<file path="src/rtl/poly_mult_pkg.sv">
// Shared types and constants for the poly_mult sparse operand path.
// Lane format: bit 15 = dummy flag, bits 14:0 = position.
package poly_mult_pkg;

    localparam int LANE_W     = 16;
    localparam int LANES      = 8;
    localparam int DUMMY_BIT  = 15;
    localparam int N          = 17669;
    localparam int WEIGHT     = 66;
    localparam int MAX_WEIGHT = 75;

    localparam logic [15:0] LFSR_SEED = 16'hACE1;
    localparam logic [14:0] N_POS     = 15'(N);

    typedef enum logic [2:0] {
        IDLE,
        FILL,
        LOAD,
        WAIT_HI,
        WAIT_LO,
        DONE
    } state_t;

    function automatic logic [LANE_W-1:0] pack_lane(
        input logic        dummy,
        input logic [14:0] pos
    );
        logic [LANE_W-1:0] l;
        l            = '0;
        l[DUMMY_BIT] = dummy;
        l[14:0]      = pos;
        return l;
    endfunction

    function automatic logic [14:0] lane_pos(input logic [LANE_W-1:0] l);
        return l[14:0];
    endfunction

    function automatic logic lane_is_dummy(input logic [LANE_W-1:0] l);
        return l[DUMMY_BIT];
    endfunction

endpackage

</file>
<file path="src/rtl/dummy_lfsr.sv">
// Galois LFSR (x^16+x^14+x^13+x^11+1) producing dummy positions.
// Only instantiated when DUMMY_INSERT_EN is defined.
module dummy_lfsr
    import poly_mult_pkg::*;
(
    input  logic        clk,
    input  logic        rst,
    input  logic        load,
    input  logic [15:0] seed,
    input  logic        advance,
    output logic        lsb,
    output logic [14:0] pos
);

    logic [15:0] lfsr;
    logic [15:0] nxt;

    // right-shifting Galois step, tap mask for the chosen polynomial
    always_comb begin
        nxt = {1'b0, lfsr[15:1]} ^ (lfsr[0] ? 16'hB400 : 16'h0000);
    end

    // zero seed would lock the LFSR, so substitute the default
    always_ff @(posedge clk) begin
        if (rst) begin
            lfsr <= LFSR_SEED;
        end else if (load) begin
            lfsr <= (seed == 16'h0000) ? LFSR_SEED : seed;
        end else if (advance) begin
            lfsr <= nxt;
        end
    end

    assign lsb = lfsr[0];
    // 2^15 < 2N, so one conditional subtraction lands in 0..N-1
    assign pos = (lfsr[14:0] < N_POS) ? lfsr[14:0] : lfsr[14:0] - N_POS;

endmodule

</file>
<file path="src/rtl/sparse_pos_packer.sv">
// Packs real (and optionally dummy) positions into 8-lane loader words.
// Dummy interleaving is enabled by defining DUMMY_INSERT_EN.
module sparse_pos_packer
    import poly_mult_pkg::*;
(
    input  logic          clk,
    input  logic          rst,
    input  logic          start_i,
    input  logic [15:0]   seed_i,
    input  logic          in_valid_i,
    output logic          in_ready_o,
    input  logic [14:0]   in_pos_i,
    output logic          load_o,
    output logic [127:0]  key_o,
    output logic [127:0]  data_o,
    input  logic          busy_i,
    output logic          active_o,
    output logic          done_o,
    output logic          err_o
);

    state_t      state;
    logic [6:0]  slot;
    logic [2:0]  lane;
    logic [6:0]  real_left;
    logic [6:0]  dummy_left;
    logic        lfsr_bit;
    logic [14:0] lfsr_pos;
    logic        start_ok;
    logic        pick_dummy;
    logic        fire;
    logic        pos_bad;
    logic [15:0] lane_val;

    assign start_ok = (state == IDLE) && start_i;

`ifdef DUMMY_INSERT_EN
    localparam logic [6:0] TOTAL_SLOTS = 7'(MAX_WEIGHT);

    dummy_lfsr u_lfsr (
        .clk     (clk),
        .rst     (rst),
        .load    (start_ok),
        .seed    (seed_i),
        .advance (fire),
        .lsb     (lfsr_bit),
        .pos     (lfsr_pos)
    );
`else
    localparam logic [6:0] TOTAL_SLOTS = 7'(WEIGHT);

    logic unused_seed;
    assign unused_seed = ^seed_i;
    assign lfsr_bit    = 1'b0;
    assign lfsr_pos    = '0;
`endif

    localparam logic [6:0] DUMMY_SLOTS = TOTAL_SLOTS - 7'(WEIGHT);

    // slot type: forced when one pool is empty, else the LFSR decides
    always_comb begin
        pick_dummy = 1'b0;
        if (real_left != 7'd0 && dummy_left == 7'd0) begin
            pick_dummy = 1'b0;
        end else if (real_left == 7'd0 && dummy_left != 7'd0) begin
            pick_dummy = 1'b1;
        end else begin
            pick_dummy = lfsr_bit;
        end
    end

    assign in_ready_o = (state == FILL) && !pick_dummy;
    assign fire       = (state == FILL) && (pick_dummy || in_valid_i);
    assign pos_bad    = in_pos_i >= N_POS;
    assign lane_val   = pick_dummy ? pack_lane(1'b1, lfsr_pos)
                                   : pack_lane(pos_bad, in_pos_i);

    // frame FSM; data_o/key_o double as the word buffer
    always_ff @(posedge clk) begin
        if (rst) begin
            state      <= IDLE;
            slot       <= '0;
            lane       <= '0;
            real_left  <= '0;
            dummy_left <= '0;
            load_o     <= 1'b0;
            key_o      <= '0;
            data_o     <= '0;
            active_o   <= 1'b0;
            done_o     <= 1'b0;
            err_o      <= 1'b0;
        end else begin
            load_o <= 1'b0;
            done_o <= 1'b0;
            unique case (state)
                IDLE: begin
                    if (start_i) begin
                        state      <= FILL;
                        slot       <= '0;
                        lane       <= '0;
                        real_left  <= 7'(WEIGHT);
                        dummy_left <= DUMMY_SLOTS;
                        err_o      <= 1'b0;
                        data_o     <= '0;
                        key_o      <= '0;
                        active_o   <= 1'b1;
                    end
                end
                FILL: begin
                    if (fire) begin
                        data_o[{lane, 4'b0000} +: LANE_W] <= lane_val;
                        slot <= slot + 7'd1;
                        lane <= lane + 3'd1;
                        if (pick_dummy) begin
                            dummy_left <= dummy_left - 7'd1;
                        end else begin
                            real_left <= real_left - 7'd1;
                            if (pos_bad) err_o <= 1'b1;
                        end
                        if (lane == 3'd7 || slot + 7'd1 == TOTAL_SLOTS) begin
                            state  <= LOAD;
                            load_o <= 1'b1;
                        end
                    end
                end
                LOAD: begin
                    state <= WAIT_HI;
                end
                WAIT_HI: begin
                    if (busy_i) state <= WAIT_LO;
                end
                WAIT_LO: begin
                    if (!busy_i) begin
                        if (slot == TOTAL_SLOTS) begin
                            state  <= DONE;
                            done_o <= 1'b1;
                            data_o <= '0;
                            key_o  <= '0;
                        end else begin
                            state  <= FILL;
                            lane   <= '0;
                            data_o <= '0;
                            key_o  <= {121'b0, slot};
                        end
                    end
                end
                DONE: begin
                    state    <= IDLE;
                    active_o <= 1'b0;
                end
                default: state <= IDLE;
            endcase
        end
    end

endmodule
</file>
<file path="config.mk">
export PLATFORM = sky130hd
export DESIGN_NAME = sparse_pos_packer
export DESIGN_NICKNAME = d
export VERILOG_FILES = /design/src/rtl/poly_mult_pkg.sv /design/src/rtl/dummy_lfsr.sv /design/src/rtl/sparse_pos_packer.sv
export SDC_FILE = /design/constraint.sdc
export NUM_CORES = 1
export LEC_CHECK = 0
export ABC_AREA = 0
export ABC_CLOCK_PERIOD_IN_PS = 2300
export BUFFER_PORTS_ARGS = -buffer_cell sky130_fd_sc_hd__clkbuf_2
export CAP_MARGIN = 20
export CORE_ASPECT_RATIO = 1.1
export CORE_MARGIN = 8
export CORE_UTILIZATION = 44
export CTS_CLUSTER_DIAMETER = 200
export CTS_CLUSTER_SIZE = 20
export DETAILED_ROUTE_END_ITERATION = 16
export PLACE_DENSITY = 0.8
export SLEW_MARGIN = 10
export SYNTH_ARGS = -nofsm -noshare
export SYNTH_HDL_FRONTEND = slang
export SYNTH_SLANG_ARGS = --single-unit
</file>
<file path="constraint.sdc">
create_clock -name clk -period 2.3 [get_ports clk]
set_input_delay 0.46 -clock clk [delete_from_list [all_inputs] [get_ports clk]]
set_output_delay 0.46 -clock clk [all_outputs]
set_load 0.05 [all_outputs]
</file>
Word-level counts from Yosys, hierarchy flattened

Index checks and enable logic that the tools add are counted.

Add/subtract/negate cells: 5
$lt $le $gt $ge: 1
Equality and inequality tests: 17
Shifts and indexed selects: 2
Multiplexer cells: 42
Bitwise operators: 3
Reductions and logical operators: 27

Operators with widths:

| operator                                                                  | number |
|---|---|
| 128-bit 2-to-1 mux                                                        | 4 |
| 128-bit case mux with 3 select lines                                      | 1 |
| 128-bit case mux with 2 select lines                                      | 1 |
| 128-bit bitwise mux                                                       | 1 |
| 16-bit by 9-bit variable shift with 128-bit output (first input constant) | 1 |
| 16-bit by 9-bit variable part select with 128-bit output                  | 1 |
| 7-bit 2-to-1 mux                                                          | 8 |
| 7-bit case mux with 2 select lines                                        | 3 |
| 3-bit 2-to-1 mux                                                          | 10 |
| 16-bit 2-to-1 mux                                                         | 1 |
| 2-bit inequality test (second input constant)                             | 8 |
| 15-bit >= comparator (second input constant)                              | 1 |
| 3-bit case mux with 5 select lines                                        | 1 |
| 5-bit AND reduction                                                       | 3 |
| 7-bit == test (second input constant)                                     | 2 |
| 7-bit zero test                                                           | 2 |
| 7-bit nonzero test                                                        | 2 |
| 7-bit by 1-bit subtractor with 7-bit output (second input constant)       | 2 |
| 4-bit AND reduction                                                       | 3 |
| 3-bit == test (second input constant)                                     | 3 |
| 1-bit 2-to-1 mux                                                          | 9 |
| 7-bit negator with 9-bit output                                           | 1 |
| 3-bit case mux with 3 select lines                                        | 1 |
| 7-bit by 1-bit adder with 7-bit output (second input constant)            | 1 |
| other kinds (15)                                                          | 27 |

Register bits after elaboration: 287
Input port bits: 36
Logic and storage cells: 108

Depth between registers and ports, before layout

Depth after elaboration: 9
Depth in mapped cells: 9

Worst setup path before layout

No wires, ideal clock.

Kind: register -> register
From: register dummy_left[0]
To: register data_o[79]
Library setup time: 0.114 ns
Arrival time: 2.469 ns
Setup slack: -0.283 ns
Cell stages (with the launch flop): 9
Clock period less this slack: 2.583 ns
Cell sequence: dfxtp_1 inv_1 ha_1 or4b_4 o211a_1 buf_2 nor2_1 a2111oi_0 a21o_1

Word-level cells in the longest chain between the ends: 9
Elaborated cells on any way between the ends: 15
Those cells by class: 1 x eq/ne; 1 x shift; 6 x mux; 7 x reduce/logical

Ends and longest elaborated chain:

| item                                                     | RTL line                 | source |
|---|---|---|
| from (decl)                                              | sparse_pos_packer.sv:26  | `logic [6:0] dummy_left;` |
| from (signal assigned)                                   | sparse_pos_packer.sv:115 | `dummy_left <= dummy_left - 7'd1;` |
| 7-bit nonzero test                                       | sparse_pos_packer.sv:65  | `end else if (real_left == 7'd0 && dummy_left != 7'd0) begin` |
| 1-bit logical AND                                        | sparse_pos_packer.sv:65  |  |
| 1-bit 2-to-1 mux                                         | sparse_pos_packer.sv:65  |  |
| 1-bit 2-to-1 mux *                                       | sparse_pos_packer.sv:63  | `if (real_left != 7'd0 && dummy_left == 7'd0) begin` |
| 16-bit 2-to-1 mux                                        | sparse_pos_packer.sv:75  | `assign lane_val = pick_dummy ? pack_lane(1'b1, lfsr_pos)` |
| 16-bit by 9-bit variable part select with 128-bit output | sparse_pos_packer.sv:111 | `data_o[{lane, 4'b0000} +: LANE_W] <= lane_val;` |
| 128-bit bitwise mux                                      | sparse_pos_packer.sv:111 |  |
| 128-bit 2-to-1 mux                                       | sparse_pos_packer.sv:110 | `if (fire) begin` |
| 128-bit case mux with 3 select lines                     | sparse_pos_packer.sv:95  | `unique case (state)` |
| to (signal, indexed assignment)                          | sparse_pos_packer.sv:111 |  |
| to (decl)                                                | sparse_pos_packer.sv:15  | `output logic [127:0] data_o,` |

Every way passes the cells marked *; elsewhere a longest branch is shown, timed or not. The select of a mux whose other input is x is not followed.
A chain may end at the register's enable or synchronous reset.

Worst setup path after layout

From: register dummy_left[0]
To: output in_ready_o

Word-level cells in the longest chain between the ends: 6
Elaborated cells on any way between the ends: 8
Those cells by class: 2 x mux; 6 x reduce/logical

Ends and longest elaborated chain:

| item                | RTL line                | source |
|---|---|---|
| 7-bit nonzero test  | sparse_pos_packer.sv:65 |  |
| 1-bit logical AND   | sparse_pos_packer.sv:65 |  |
| 1-bit 2-to-1 mux    | sparse_pos_packer.sv:65 |  |
| 1-bit 2-to-1 mux *  | sparse_pos_packer.sv:63 |  |
| 1-bit zero test *   | sparse_pos_packer.sv:72 | `assign in_ready_o = (state == FILL) && !pick_dummy;` |
| 1-bit logical AND * | sparse_pos_packer.sv:72 |  |
| to (decl)           | sparse_pos_packer.sv:11 | `output logic in_ready_o,` |

Every way passes the cells marked *; elsewhere a longest branch is shown, timed or not.

==> flow_metrics.py <==
metrics = {
    "setup_path": {
        "cp_max_fo": 2,
        "critPathRequiredTime_ps": 1840,
        "worstSetupPathType": "reg -> out",
        "critPathLaunchType": "register",
        "reg2reg_slack_ps": -40,
        "arrival_ps": 1970,
        "cp-end-kind": "primary output",
    },
    "cells_and_area": {
        "drive_above_1_share_pct": 34.8,
        "multi_input_area_um2": 3510,
        "register_area_um2": 3330,
        "n_fill_cell": 1413,
        "num_antenna_cells": 0,
        "stdcell_area_um2": 9450,
        "syn_to_final_growth_pct": 27.0,
        "nNetsFinal": 997,
    },
    "placement": {
        "place.gp.congestion": 0.860,
        "dp_slack_ps": -85.2,
        "placed_cell_area_um2": 8380,
        "port_buffers": 159,
        "hpwl_um": 15900,
    },
    "routing": {
        "drt-total-wl_um": 22100,
        "first_iter_violations": 392,
        "via_count": 6281,
        "ant_nets": 0,
        "vias_per_cell": 5.35,
        "first_pass_iters": 5,
        "wl_per_cell_um": 18.9,
        "drc": 0,
    },
    "grt": {
        "grt_max_degree": 37,
        "grt_usage_pct": 19.6,
        "grt_pass1_wl_um": 33400,
        "overflow": 0,
        "grt_pass1_vias": 6249,
        "antenna_found_initial": 0,
    },
    "timing": {
        "fin_worst_skew_ps": 11.8,
        "tightestPinTransition_ps": 656,
        "grt_setup_unrepaired": "yes",
        "maxSlewViolCount": 0,
        "max_freq_mhz": 412,
        "hold_ws_ps": 325,
        "finalCritPeriodShare_pct": 105,
        "setup_violations": 39,
        "post-route-worst-setup-slack_ps": -125,
        "relSlewSlack_pct": 55.1,
        "hold_viol": 0,
        "min_period_ps": 2430,
        "tns_ps": -785,
    },
    "outcome": {
        "status": "finished, violations left",
        "violations": "setup timing",
    },
    "floorplanning": {
        "start_util_pct": 44.4,
        "die_area_um2": 21300,
        "die_h_um": 152,
        "core_um2": 16800,
        "core.rowCount": 50,
        "die_w_um": 140,
        "io_pins": 297,
    },
    "synthesis": {
        "synth_edf_count": 0,
        "syn_inst": 736,
        "async_flop_share_pct": 0,
        "ys.flop_type": "dfxtp_1",
        "syn_area_um2": 7440,
        "synth-seq-area-share_pct": 44.7,
        "syn_area_per_cell_um2": 10.1,
        "ys_ff_latch": 166,
        "yosysWarnings": 0,
        "yosysUniqueCellTypes": 60,
    },
    "worst_hold_path": {
        "min_path_type": "in -> reg",
    },
    "clock_network": {
        "cts_made_buffers": 17,
        "path_clk_slew_ps": 70,
        "cts_root_buf": "clkbuf_16",
        "cts_sinks": 166,
        "htree_levels": 4,
        "clkLatencyLatePin_ps": 430,
        "cts_tree": "done",
        "holdBufCountCts": 0,
        "clock_path_buffers": 2,
    },
    "pwr": {
        "cellLeakagePower_nw": 4.31,
        "ir_drop_v": 0.000635,
        "power_density_nw_per_um2": 1170,
    },
    "job": {
        "drv_cap": 0,
    },
}
[sequential cells by signal (all words and copies together) (netlist names), 3 cells and up]
register / flops
lane: 3
slot: 7
real_left: 7
data_o: 128
state: 3
dummy_left: 7
key_o: 7
[routing by layer]
layer	vias up	GRT usage [%]	share of wire, %
li1	2894	-	-
met1	2972	21.5	40
met2	355	33.6	48
met3	60	5.39	8.1
met4	0	10.7	4.0
met5	-	0	0
[repair_timing]
| action | 4_1_cts | 5_1_grt |
|---|---|---|
| resized for setup | 18 | 32 |
| cloned | 1 | 2 |
| pin swaps | 7 | 16 |
| endpoints found under the setup margin | 116 | 138 |
| hold endpoints to repair | 0 | 0 |
| setup buffers | 9 | 10 |
[worst paths after layout]
path,start,endpoint,depth (start not counted)
worst max-delay path,dummy_left[0],in_ready_o,6
worst max register to register,dummy_left[0],data_o[125],10
worst min-delay path,busy_i,state[2],3
worst min register to register,dummy_left[6],dummy_left[6],2
[cells by family (layout without fill, tap and decap cells)]
| group | Yosys count | count (layout) | synth area share, % |
|---|---|---|---|
| other cells | 1 | 121 | 0.0504 |
| fa+ha+maj | 9 | 9 | 1.51 |
| flops | 166 | 166 | 44.7 |
| xor+xnor | 11 | 11 | 1.30 |
| simple gates | 154 | 154 | 12.6 |
| mux | 2 | 2 | 0.286 |
| compound gates | 207 | 207 | 23.3 |
| buf+inv | 186 | 295 | 16.3 |
[cell usage in the layout (no fill, tap or decap), types with 4 or more instances in the layout]
cell type	synthesis	routed
a22o_1	86	86
nor2_1	39	33
conb_1	1	121
nor4_4	4	4
a21oi_1	21	20
inv_6	0	4
buf_4	124	65
xor2_1	5	5
a21oi_4	6	8
inv_8	0	4
nand2b_1	7	7
nand3_1	14	13
a31oi_1	6	6
nor2b_1	5	4
or3_1	7	7
nor3b_1	4	4
clkbuf_2	0	158
nor3_1	11	11
nor3_4	3	5
a21o_1	7	7
inv_1	16	14
a211oi_1	7	6
ha_1	9	8
buf_12	0	13
buf_6	4	10
clkbuf_16	0	17
nand2_1	22	22
o21ai_0	16	13
dfxtp_1	166	164
nor2_2	3	6
xnor2_1	6	6
a32o_1	36	35
nand4_1	5	5
nor4_1	5	5
[synth_stat cells (9+ instances only)]
master    number  share of area [%]
a21oi_1       21                1.4
a22o_1        86                 10
a32o_1        36                4.8
buf_1         12               0.61
buf_2         16                1.1
buf_4        124                 13
clkbuf_1      14               0.71
dfxtp_1      166                 45
ha_1           9                1.5
inv_1         16               0.81
nand2_1       22                1.1
nand3_1       14               0.94
nor2_1        39                2.0
nor3_1        11               0.74
o21ai_0       16                1.1
[cell type report]
class | instances | area share [%]
tap | 208 | 2.76
inverter | 16 | 0.636
clock buffer | 17 | 4.50
timing repair buffer | 247 | 17.5
clock inverter | 15 | 2.17
multi-input combinational | 504 | 37.2
sequential | 166 | 35.2
[stage by stage]
step	util, %	std cells	power, mW
finish	56.3	1173	11.0
global route	56.3	1173	11.5
CTS	54.6	1161	10.5
global placement	50.0	1119	7.19
floorplan	-	856	6.30
detailed placement	50.0	1119	7.26
[report_power, final]
| group | switching (mW) | internal, mW |
|---|---|---|
| combinational | 2.96 | 1.75 |
| sequential | 0.207 | 3.11 |
| clock | 1.32 | 1.67 |
[critical path: stages, from the launching register on]
cell and delay [ps]:
dfxtp_2 320, inv_2 60, ha_4 130, or4b_4 470, o211a_4 270, nor2_4 140, buf_12 150
(Power assumes the default switching activity.)
